### config.mk
export PLATFORM = sky130hd
export DESIGN_NAME = hazard_ctrl
export DESIGN_NICKNAME = d
export VERILOG_FILES = /design/src/rtl/cpu_pkg.sv /design/src/rtl/mdu_timer.sv /design/src/rtl/hazard_ctrl.sv
export SDC_FILE = /design/constraint.sdc
export NUM_CORES = 1
export LEC_CHECK = 0
export CORE_AREA = 2 2 39 41
export CTS_CLUSTER_DIAMETER = 30
export DETAILED_ROUTE_END_ITERATION = 10
export DIE_AREA = 0 0 41 43
export GPL_TIMING_DRIVEN = 1
export PLACE_DENSITY = 0.78
export SETUP_SLACK_MARGIN = 0.15
export SYNTH_ARGS = -nofsm -noshare
export SYNTH_HDL_FRONTEND = slang
export SYNTH_SLANG_ARGS = --single-unit
### constraint.sdc
create_clock -name clk -period 3 [get_ports clk]
set_clock_uncertainty 0.15 [all_clocks]
set_input_delay 0.3 -clock clk [delete_from_list [all_inputs] [get_ports clk]]
set_output_delay 0.3 -clock clk [all_outputs]
set_load 0.02 [all_outputs]
### src/rtl/cpu_pkg.sv
// Shared CPU definitions: register-zero constant, hazard scoreboard entry and
// multiply/divide latency defaults.
package cpu_pkg;

  localparam logic [4:0] REG_ZERO    = 5'd0;
  localparam int         MDU_LAT_DEF = 4;
  localparam int         MDU_CNT_W   = 4;

  typedef struct packed {
    logic       v;
    logic       we;
    logic [4:0] wa;
    logic       ld;
    logic       mdu;
  } hz_entry_t;

endpackage

### src/rtl/mdu_timer.sv
// Multiply/divide occupancy timer: loads LAT-1 when an MDU op enters EX and
// counts down to zero; busy while the count is nonzero.
module mdu_timer
  import cpu_pkg::*;
#(
  parameter int LAT = MDU_LAT_DEF
) (
  input  logic clk,
  input  logic rst,
  input  logic load,
  output logic busy
);

  localparam logic [MDU_CNT_W-1:0] LOAD_VAL = MDU_CNT_W'(LAT - 1);

  logic [MDU_CNT_W-1:0] cnt_q;

  // NOTE: sequential state uses non-blocking assignments so every register
  // samples its inputs from before the clock edge.
  always_ff @(posedge clk or negedge rst) begin
    if (!rst) begin
      cnt_q <= '0;
    end else if (load) begin
      cnt_q <= LOAD_VAL;
    end else if (cnt_q != '0) begin
      cnt_q <= cnt_q - 1'b1;
    end
  end

  // Purely a function of the counter, so an async reset drops busy at once.
  assign busy = (cnt_q != '0);

endmodule

### src/rtl/hazard_ctrl.sv
// Pipeline hazard controller: EX/ME/WB shadow scoreboard, load-use detection,
// branch flush and (with HAZARD_MDU_EN defined) multi-cycle MDU hold of EX.
module hazard_ctrl
  import cpu_pkg::*;
#(
  parameter int MDU_LAT = MDU_LAT_DEF
) (
  input  logic       clk,
  input  logic       rst,
  input  logic       id_valid,
  input  logic [4:0] id_rs_addr,
  input  logic [4:0] id_rt_addr,
  input  logic       id_rs_use,
  input  logic       id_rt_use,
  input  logic       id_we,
  input  logic [4:0] id_wa,
  input  logic       id_is_load,
  input  logic       id_is_mdu,
  input  logic       flush,
  output logic       stall,
  output logic       ex_bubble,
  output logic       ex_hold,
  output logic       me_bubble,
  output logic       mdu_busy
);

  hz_entry_t ex_q, me_q, wb_q;
  hz_entry_t id_entry;
  logic      id_mdu;
  logic      lu;
  logic      ex_load;

`ifdef HAZARD_MDU_EN
  assign id_mdu = id_is_mdu;

  mdu_timer #(
    .LAT (MDU_LAT)
  ) u_mdu_timer (
    .clk  (clk),
    .rst  (rst),
    .load (ex_load && id_is_mdu),
    .busy (mdu_busy)
  );

  // WB is kept for scoreboard completeness; nothing downstream reads it yet.
  logic sb_unused;
  assign sb_unused = ^wb_q;
`else
  assign id_mdu   = 1'b0;
  assign mdu_busy = 1'b0;

  logic sb_unused;
  assign sb_unused = ^{wb_q, id_is_mdu};
`endif

  assign id_entry = '{v: 1'b1, we: id_we, wa: id_wa, ld: id_is_load, mdu: id_mdu};

  // Only a load still in EX is uncovered; from ME onwards forwarding handles it.
  always_comb begin
    lu = 1'b0;
    if (id_valid && ex_q.v && ex_q.we && ex_q.ld && (ex_q.wa != REG_ZERO)) begin
      lu = (id_rs_use && (id_rs_addr == ex_q.wa)) ||
           (id_rt_use && (id_rt_addr == ex_q.wa));
    end
  end

  assign stall     = (lu && !flush) || mdu_busy;
  assign ex_bubble = !mdu_busy && (lu || flush);
  assign ex_hold   = mdu_busy;
  assign me_bubble = mdu_busy;
  assign ex_load   = id_valid && !stall && !flush;

  // NOTE: every scoreboard entry is reset; stale valid bits would otherwise
  // raise phantom load-use stalls straight out of reset.
  always_ff @(posedge clk or negedge rst) begin
    if (!rst) begin
      ex_q <= '0;
      me_q <= '0;
      wb_q <= '0;
    end else begin
      wb_q <= me_q;
      me_q <= mdu_busy ? '0 : ex_q;
      if (mdu_busy) begin
        ex_q <= ex_q;
      end else if (ex_load) begin
        ex_q <= id_entry;
      end else begin
        ex_q <= '0;
      end
    end
  end

endmodule

==> results.toml <==
[status]
status = "finished clean"

[detailed_routing]
detail-route-antenna-nets = 0
drc = 0
detail_route.vias_per_cell = 4.55
dr.pass1.iters = 4
wl_per_cell_um = 9.91
via_count = 414
drt_wl_total_um = 902
first_iter_violations = 4

[setup_path]
end_kind = "output pin"
worst-setup-path-type = "input port to output pin"
start_kind = "input port"
cp.required_ns = 2.55
crit_arrival_ns = 2.17
critPathMaxFanout = 10

[global_routing]
grt.met2_usage_pct = 19.1
gr-max-usage-layer = "met2"
grt_use_met3_pct = 3.66
met1_usage_pct = 14.8
grt_overflow = 0
grt_max_degree = 11
grt_pass1_vias = 414
grtUsageTotal_pct = 13.2
grt_pass1_wl_um = 1500
antenna_found_initial = 0

[sta]
setup_tns_ns = 0
finalSetupViolations = 0
hold_viol = 0
fmax_mhz = 382
slew_viol_final = 0
rsz0062_at_grt = "no"
min_period_ns = 2.62
timing.hold.ws_ns = 0.166
period_share_pct = 87.2

[cts]
root_buffer = "clkbuf_4"
cts_made_buffers = 3
h-tree-depth = 1
clk_path_buf_depth = 2
tritoncts = "done"
clk_pin_slew_worst_paths_ns = 0.05
cts_setup_buffers = 0
postCtsHoldBufs = 0
cts.repair.resized = 0
cts.sinks = 8
clk_latency_ns = 0.25

[floorplan]
start_util_pct = 34.3
die_h_um = 43
dieArea_um2 = 1760
fp.dieW_um = 41
io_pins = 29
num_rows = 14
core_area_um2 = 1380

[synth]
netlist_top_cells_count = "xnor2_1 (10), nand2_1 (9), dfrtp_1 (8)"
synth.top_cell.area_share_pct = 42.2
ys_top_cells_by_area = "dfrtp_1 (42%), xnor2_1 (18%), a21oi_1 (7.4%)"
yosys_most_used_dff = "dfrtp_1"
syn_area_per_cell_um2 = 9.48
synth_most_common_cell = "xnor2_1"
ys_seq_elements = 8
synth_edf_count = 0
yosysSeqAreaShare_pct = 42.2
netlist_instances = 50
synth_area_leader_cell = "dfrtp_1"
yosys_warnings = 0
yosysUniqueCellTypes = 16
syn_area_um2 = 474
async_flop_share_pct = 100

[power]
p_per_area_nw_per_um2 = 345
switching_power_mw = 0.0575
worst_ir_drop_vdd_mv = 0.137
p_leak_nw = 0.295
p_seq_share_pct = 45.5
p_int_mw = 0.197
clkPwrFrac_pct = 30.4
combinationalPowerShare_pct = 24.1
switching_share_pct = 22.6

[place]
dpl_cell_area_um2 = 716
gp_congestion = 0.690
port_buffers = 24

[finish]
multi_input_area_um2 = 255
diodes = 0
final-seq-area_um2 = 200
top_regs = "ex_q: 8 flops"
regMostFlops = "ex_q"
largest_register_ffs = 8
nNetsFinal = 101
post-route-util_pct = 53.3
fillers = 141
syn_to_final_growth_pct = 55.7
design_area_um2 = 738
drive_gt1_share_pct = 8.00

[hold_path]
hold_path.class = "input port to async pin"

[job]
cap_violations = 0
cells by family after synthesis:
kind of cell	synth area share (%)
buffers and inverters	5.54
AND/OR/NAND/NOR	16.1
flip-flops	42.2
AO/OA/AOI/OAI	16.9
other	0.791
XOR/XNOR	18.5
metrics by stage:
step                total power [mW]  worst slack, ns  instances
CTS                            0.259            0.364         91
global route                   0.269            0.229         91
floorplan                      0.146             1.28         52
detailed placement             0.179            0.369         88
global placement               0.178            0.385         88
finish                         0.254            0.383         91
worst paths after layout:
check,slack [ns],start,cells past startpoint,endpoint
max in group asynchronous,2.29,rst,1,ex_q[7]
max,0.38,id_rt_addr[3],6,stall
min in group clk,0.42,id_wa[3],3,ex_q[5]
min,0.17,rst,1,ex_q[3]
max reg2reg,1.52,ex_q[5],4,ex_q[8]
min reg2reg,0.54,ex_q[1],3,ex_q[5]
area by class of cell:
class / count / share of cell area (%)
Timing Repair Buffer: 24 / 32.5
Multi-Input combinational cell: 40 / 34.6
Sequential cell: 8 / 27.1
Clock buffer: 3 / 3.05
Tap cell: 16 / 2.71
critical path, cell delays in order:
cell,delay [ns]
clkdlybuf4s50_1,0.47
xnor2_1,0.11
nand4_1,0.16
o22ai_4,0.32
and3b_1,0.20
clkdlybuf4s50_1,0.60
cells in the final DEF (no fill, tap or decap):
master | synthesis | routed
a21boi_0 | 1 | 1
a21o_2 | 1 | 1
a21oi_1 | 7 | 7
a21oi_2 | 1 | 1
and3b_1 | 1 | 1
clkbuf_4 | 0 | 3
clkdlybuf4s50_1 | 0 | 24
conb_1 | 1 | 3
dfrtp_1 | 8 | 8
nand2_1 | 9 | 9
nand4_1 | 3 | 3
nor2_1 | 1 | 1
nor2b_1 | 1 | 1
nor3_1 | 1 | 1
o22ai_4 | 1 | 1
xnor2_1 | 10 | 10
per-layer routing:
| metal | vias up | routed length (µm) |
|---|---|---|
| met5 | - | 0 |
| met4 | 0 | 0 |
| met3 | 0 | 122 |
| met2 | 23 | 429 |
| met1 | 178 | 350 |
| li1 | 213 | - |
power groups by stage:
stage                     logic (mW)  registers (mW)  clock network, mW
after global routing          0.0671           0.116             0.0858
after global placement        0.0606           0.117                  0
after detailed placement      0.0617           0.117                  0
after floorplan               0.0295           0.117                  0
after CTS                     0.0622           0.116             0.0815
final                         0.0614           0.116             0.0773
(Power assumes the default switching activity.)
